$ cat src/rtl/ic_fetch_aligner.sv
// RV32IC fetch aligner: word-aligned instruction memory reads feed a 3-halfword buffer,
// from which one complete 16-bit or 32-bit instruction per cycle is presented with its PC.
module ic_fetch_aligner #(
    parameter logic [31:0] RESET_PC = 32'h0000_0000
) (
    input  logic        clk,
    input  logic        rst_n,
    output logic        imem_req,
    output logic [31:0] imem_addr,
    input  logic [31:0] imem_rdata,
    input  logic        imem_rvalid,
    input  logic        redirect,
    input  logic [31:0] redirect_pc,
    output logic [31:0] inst_o,
    output logic [31:0] inst_pc,
    output logic        inst_valid,
    input  logic        inst_ready
);

    typedef enum logic [1:0] {
        S_FETCH   = 2'd0,
        S_WAIT    = 2'd1,
        S_DISCARD = 2'd2
    } state_t;

    state_t      state_r, state_nx_s;
    logic [47:0] buf_r, buf_nx_s, buf_ac_s;
    logic [1:0]  cnt_r, cnt_nx_s, cnt_ac_s;
    logic [31:0] pc_r, pc_nx_s;
    logic [31:0] faddr_r, faddr_nx_s;
    logic        drop_lo_r, drop_lo_nx_s;

    logic [15:0] hw0_s;
    logic        is_comp_s;
    logic        inst_valid_s;
    logic        fire_s;
    logic [1:0]  consume_s;
    logic        req_s;
    logic [2:0]  cnt_sum_s;

    // Place the returned word (or only its upper halfword) right after the surviving halfwords.
    function automatic logic [47:0] append_hw(input logic [47:0] base, input logic [1:0] pos,
                                              input logic [31:0] data, input logic drop);
        logic [47:0] ins;
        ins = drop ? {32'h0000_0000, data[31:16]} : {16'h0000, data};
        case (pos)
            2'd0:    append_hw = ins;
            2'd1:    append_hw = {ins[31:0], base[15:0]};
            2'd2:    append_hw = {ins[15:0], base[31:0]};
            default: append_hw = base;
        endcase
    endfunction

    // Instruction assembly, consumption and request decision.
    always_comb begin
        hw0_s     = buf_r[15:0];
        is_comp_s = (hw0_s[1:0] != 2'b11);
        if (cnt_r == 2'd0) begin
            inst_valid_s = 1'b0;
        end else if (is_comp_s) begin
            inst_valid_s = 1'b1;
        end else begin
            inst_valid_s = (cnt_r >= 2'd2);
        end
        fire_s = inst_valid_s & inst_ready & ~redirect;
        if (fire_s) begin
            consume_s = is_comp_s ? 2'd1 : 2'd2;
        end else begin
            consume_s = 2'd0;
        end
        case (consume_s)
            2'd1:    buf_ac_s = {16'h0000, buf_r[47:16]};
            2'd2:    buf_ac_s = {32'h0000_0000, buf_r[47:32]};
            default: buf_ac_s = buf_r;
        endcase
        cnt_ac_s = cnt_r - consume_s;
        // Gated by rst_n so no request is visible while the block is held in reset.
        req_s = rst_n & (state_r == S_FETCH) & (cnt_ac_s <= 2'd1) & ~redirect;
    end

    assign imem_req   = req_s;
    assign imem_addr  = faddr_r;
    assign inst_valid = inst_valid_s;
    assign inst_pc    = pc_r;
    assign inst_o     = inst_valid_s ? (is_comp_s ? {16'h0000, hw0_s} : buf_r[31:0]) : 32'h0000_0000;

    // Next-state logic; redirect overrides everything.
    always_comb begin
        state_nx_s   = state_r;
        buf_nx_s     = buf_ac_s;
        cnt_nx_s     = cnt_ac_s;
        pc_nx_s      = pc_r + {29'd0, consume_s, 1'b0};
        faddr_nx_s   = faddr_r;
        drop_lo_nx_s = drop_lo_r;
        cnt_sum_s    = {1'b0, cnt_ac_s} + (drop_lo_r ? 3'd1 : 3'd2);
        if (redirect) begin
            buf_nx_s     = 48'h0;
            cnt_nx_s     = 2'd0;
            pc_nx_s      = redirect_pc & 32'hFFFF_FFFE;
            faddr_nx_s   = redirect_pc & 32'hFFFF_FFFC;
            drop_lo_nx_s = redirect_pc[1];
            // An outstanding response arriving now retires the request; otherwise it must be skipped later.
            case (state_r)
                S_FETCH:   state_nx_s = S_FETCH;
                S_WAIT:    state_nx_s = imem_rvalid ? S_FETCH : S_DISCARD;
                S_DISCARD: state_nx_s = imem_rvalid ? S_FETCH : S_DISCARD;
                default:   state_nx_s = S_FETCH;
            endcase
        end else begin
            case (state_r)
                S_FETCH: begin
                    if (req_s) begin
                        state_nx_s = S_WAIT;
                    end else begin
                        state_nx_s = S_FETCH;
                    end
                end
                S_WAIT: begin
                    if (imem_rvalid) begin
                        buf_nx_s     = append_hw(buf_ac_s, cnt_ac_s, imem_rdata, drop_lo_r);
                        cnt_nx_s     = (cnt_sum_s > 3'd3) ? 2'd3 : cnt_sum_s[1:0];
                        drop_lo_nx_s = 1'b0;
                        faddr_nx_s   = faddr_r + 32'd4;
                        state_nx_s   = S_FETCH;
                    end else begin
                        state_nx_s = S_WAIT;
                    end
                end
                S_DISCARD: begin
                    if (imem_rvalid) begin
                        state_nx_s = S_FETCH;
                    end else begin
                        state_nx_s = S_DISCARD;
                    end
                end
                default: state_nx_s = S_FETCH;
            endcase
        end
    end

    // State registers.
    always_ff @(posedge clk or negedge rst_n) begin
        if (!rst_n) begin
            state_r   <= S_FETCH;
            buf_r     <= 48'h0;
            cnt_r     <= 2'd0;
            pc_r      <= RESET_PC;
            faddr_r   <= {RESET_PC[31:2], 2'b00};
            drop_lo_r <= RESET_PC[1];
        end else begin
            state_r   <= state_nx_s;
            buf_r     <= buf_nx_s;
            cnt_r     <= cnt_nx_s;
            pc_r      <= pc_nx_s;
            faddr_r   <= faddr_nx_s;
            drop_lo_r <= drop_lo_nx_s;
        end
    end

endmodule

$ cat config.mk
export PLATFORM = sky130hd
export DESIGN_NAME = ic_fetch_aligner
export DESIGN_NICKNAME = d
export VERILOG_FILES = /design/src/rtl/ic_fetch_aligner.sv
export SDC_FILE = /design/constraint.sdc
export NUM_CORES = 1
export LEC_CHECK = 0
export ABC_CLOCK_PERIOD_IN_PS = 4400
export CAP_MARGIN = 20
export CELL_PAD_IN_SITES_DETAIL_PLACEMENT = 1
export CELL_PAD_IN_SITES_GLOBAL_PLACEMENT = 2
export CORE_MARGIN = 2
export CORE_UTILIZATION = 31
export DETAILED_ROUTE_END_ITERATION = 7
export GPL_TIMING_DRIVEN = 0
export PLACE_DENSITY = 0.82
export RECOVER_POWER = 50
export SLEW_MARGIN = 40
export SYNTH_ARGS = -nofsm -noshare
export SYNTH_HDL_FRONTEND = slang
export SYNTH_SLANG_ARGS = --single-unit
$ cat constraint.sdc
create_clock -name clk -period 4.4 [get_ports clk]
set_input_delay 1.1 -clock clk [delete_from_list [all_inputs] [get_ports clk]]
set_output_delay 1.1 -clock clk [all_outputs]
set_load 0.01 [all_outputs]
==> impl_metrics.env <==
export IMPL_status="completed"
export IMPL_grt_pass1_vias=7134
export IMPL_synth_xor_area_share_pct=7.27
export IMPL_crit_path_max_incr_delay_ns=0.27
export IMPL_arrival_ns=3.14
export IMPL_insertion_delay_ns=0.43
export IMPL_switching_share_pct=29.6
export IMPL_worst_setup_path_type="in -> out"
export IMPL_finalSetupViolCount=0
export IMPL_dpl_hpwl_um=18400
export IMPL_leakage_nw=3.88
export IMPL_cts_tree="built"
export IMPL_antenna_left=0
export IMPL_via_per_inst=5.48
export IMPL_grt_pass1_wl_um=40700
export IMPL_synth_top_family_by_area="simple AND/OR/NAND/NOR gates"
export IMPL_p_seq_share_pct=35.9
export IMPL_power_internal_w=0.00241
export IMPL_finalPower_w=0.00342
export IMPL_slew_violations=0
export IMPL_final_common_cell="clkdlybuf4s50_1"
export IMPL_synth_main_ff_cell="dfrtp_1"
export IMPL_timing_rr_start="cnt_r[1]"
export IMPL_wl_met2_um=12100
export IMPL_reg2reg_depth=10
export IMPL_final_nets=992
export IMPL_fin_util_pct=44.0
export IMPL_die_width_um=154
export IMPL_finalCriticalPeriod_ns=4.24
export IMPL_diodes=0
export IMPL_worstPathRequired_ns=3.30
export IMPL_drc=0
export IMPL_clkTransAtPathRegs_ns=0.05
export IMPL_synth_compound_area_share_pct=16.7
export IMPL_cts_buffer_depth=2
export IMPL_pre_cts_slack_ns=-1.88
export IMPL_drtIter0Drc=365
export IMPL_holdPathEnd="buf_r[47]"
export IMPL_ys_ff_latch=114
export IMPL_rows=54
export IMPL_yosys_area_share_simple_pct=22.0
export IMPL_synth_seq_area_share_pct=40.8
export IMPL_die_area_sq_um=23700
export IMPL_reg2reg_slack_ns=0.45
export IMPL_area_delta_synth_final_pct=38.3
export IMPL_track_usage_pct=22.3
export IMPL_p_per_area_nw_per_um2=354
export IMPL_globalplace_congestion=0.815
export IMPL_hold_path_class="reg -> reg"
export IMPL_finalHoldViolCount=0
export IMPL_maxCapViolations=0
export IMPL_rsz0062_at_grt="false"
export IMPL_mostFrequentLayoutCells="122 x clkdlybuf4s50_1, 114 x dfrtp_1, 50 x and2_1"
export IMPL_syn_avg_cell_area_sq_um=9.62
export IMPL_p_sw_w=0.00101
export IMPL_routedWlPerCell_um=21.5
export IMPL_grt_max_degree=63
export IMPL_drt_met1_wl_um=11400
export IMPL_top_layer_used="met4"
export IMPL_tightest_slew_ns=0.800
export IMPL_hold_depth=2
export IMPL_die_h_um=154
export IMPL_port_buffer_count=162
export IMPL_synth_edf_count=0
export IMPL_critPathMaxFanout=11
export IMPL_cts_root_buf="clkbuf_16"
export IMPL_firstDrtPassIters=5
export IMPL_min_delay_start="buf_r[47]"
export IMPL_slew_headroom_pct=46.7
export IMPL_cts_inserted_buffers=17
export IMPL_yosys_area_share_adder_pct=2.19
export IMPL_syn_inst=726
export IMPL_timing_fmax_mhz=236
export IMPL_crit_start="inst_ready"
export IMPL_htree_levels=4
export IMPL_antenna_found_initial=0
export IMPL_async_flop_share_pct=100
export IMPL_core_area_sq_um=22000
export IMPL_power_frac_comb_pct=20.5
export IMPL_skew_ns=0.0120
export IMPL_r2r_end="inst_pc[29]"
export IMPL_yosys_cell_types_count=58
export IMPL_synthesis_area_sq_um=6990
export IMPL_cts_num_sinks=114
export IMPL_vdd_drop_max_v=0.000257
export IMPL_vias=6606
export IMPL_crit_slowest_cell="dlygate4sd2_1"
export IMPL_yosysWarnings=0
export IMPL_fin_ws_ns=0.161
export IMPL_critPathLaunchType="input pin"
export IMPL_start_util_pct=31.8
export IMPL_grt_overflow=0
export IMPL_drive_gt1_share_pct=10.2
export IMPL_pin_count=167
export IMPL_end_kind="output pin"
export IMPL_p_clk_share_pct=43.6
export IMPL_fin_crit_sh_pct=96.3
export IMPL_dr_wl_met3_um=1790
export IMPL_synthMuxAreaShare_pct=6.13
export IMPL_path_cells="dlygate4sd2_1 > nor2b_2 > o211ai_1 > clkinv_2 > clkbuf_8 > ha_2 > o21a_1 > or2_1 > buf_4 > nor3_4 > buf_6"
export IMPL_wl_um=25900
==> synth_stat cells (3+ instances only) <==
cell type	count	area, sq um
nor4_1	5	31.3
nand3_1	20	100
nor3_1	39	195
ha_1	9	113
nor2b_1	3	18.8
a21oi_1	16	80.1
a311oi_1	16	140
o21ai_0	6	30.0
a21boi_1	8	60.1
and3_1	11	68.8
xor2_1	30	263
inv_1	17	63.8
a21boi_0	13	97.6
xnor2_1	28	245
nand2_1	43	161
a221o_1	15	150
and2_1	50	313
o22ai_1	30	188
buf_4	5	37.5
nor3b_1	4	30.0
a221oi_1	17	149
dfrtp_1	114	2850
nand2b_1	25	156
mux2i_1	18	180
nand4_1	17	106
mux2_2	22	248
buf_1	3	11.3
a211oi_1	5	37.5
a2bb2oi_1	16	140
nor2_1	36	135
buf_2	5	25.0
and4_1	5	43.8
o21a_1	3	22.5
clkbuf_1	40	150
==> per-layer routing <==
layer / up-vias / GRT usage, %
met2: 253 / 36.8
met1: 3286 / 28.7
met3: 48 / 5.64
met4: 0 / 6.99
met5: - / 0
li1: 3019 / -
==> worst max-delay path: cells and delay by family <==
family / cells / cell delay (ns)
adders and majority gates: 1 / 0.21
AOI/OAI and AO/OA: 2 / 0.33
buffers and inverters: 5 / 0.90
and+or+nand+nor: 3 / 0.58
==> timing repair <==
| action | in CTS | in global routing |
|---|---|---|
| setup buffers | 2 | 0 |
| resized for setup | 19 | 2 |
| setup endpoints to repair | 76 | 1 |
| hold buffers | 0 | 0 |
| pin swaps | 2 | 0 |
==> state kept, by name (all words and copies together) (netlist names) <==
| signal | cells |
|---|---|
| drop_lo_r | 1 |
| imem_addr | 30 |
| buf_r | 48 |
| state_r | 2 |
| cnt_r | 2 |
| inst_pc | 31 |
==> layout make-up <==
class,instances,area [sq um]
timing repair buffer,165,1660
buffer,56,272
clock buffer,18,429
clock inverter,14,189
tap,280,350
fill,2459,12300
multi-input combinational,539,3830
inverter,19,72.6
sequential,114,2850
==> per-stage QoR <==
stage / hold WS (ns) / cell area [sq um] / instances / TNS, ns
after floorplan: 0.526 / 6990 / 728 / 0
after global placement: 0.559 / 8960 / 1170 / -396.36
after detailed placement: 0.567 / 9000 / 1171 / -81.07
after CTS: 0.575 / 9670 / 1205 / 0
after global routing: 0.586 / 9660 / 1205 / 0
final: 0.573 / 9660 / 1205 / 0
==> how the worst max path moves through the flow <==
stage	endpoint	slack (ns)	cells past startpoint
finish	imem_req	0.16	11
CTS	imem_req	0.08	11
global placement	imem_req	-3.69	4
detailed placement	imem_req	-1.88	11
global route	imem_req	0.03	11
floorplan	imem_req	0.14	9
==> power by group through the flow <==
stage	clock network [W]	registers (W)	logic, W
final	0.00149	0.00123	0.000702
after global routing	0.00155	0.00124	0.000765
after CTS	0.00151	0.00123	0.000718
after detailed placement	0	0.00124	0.000707
after global placement	0	0.00124	0.000693
after floorplan	0	0.00124	0.000342
==> kinds of logic (layout without fill, tap and decap cells) <==
| kind of cell | after synthesis | in the layout |
|---|---|---|
| xor+xnor | 58 | 58 |
| flops | 114 | 114 |
| compound gates | 154 | 154 |
| simple gates | 273 | 273 |
| fa+ha+maj | 11 | 11 |
| buf+inv | 75 | 272 |
| other cells | 1 | 3 |
| mux | 40 | 40 |
(Power assumes the default switching activity.)
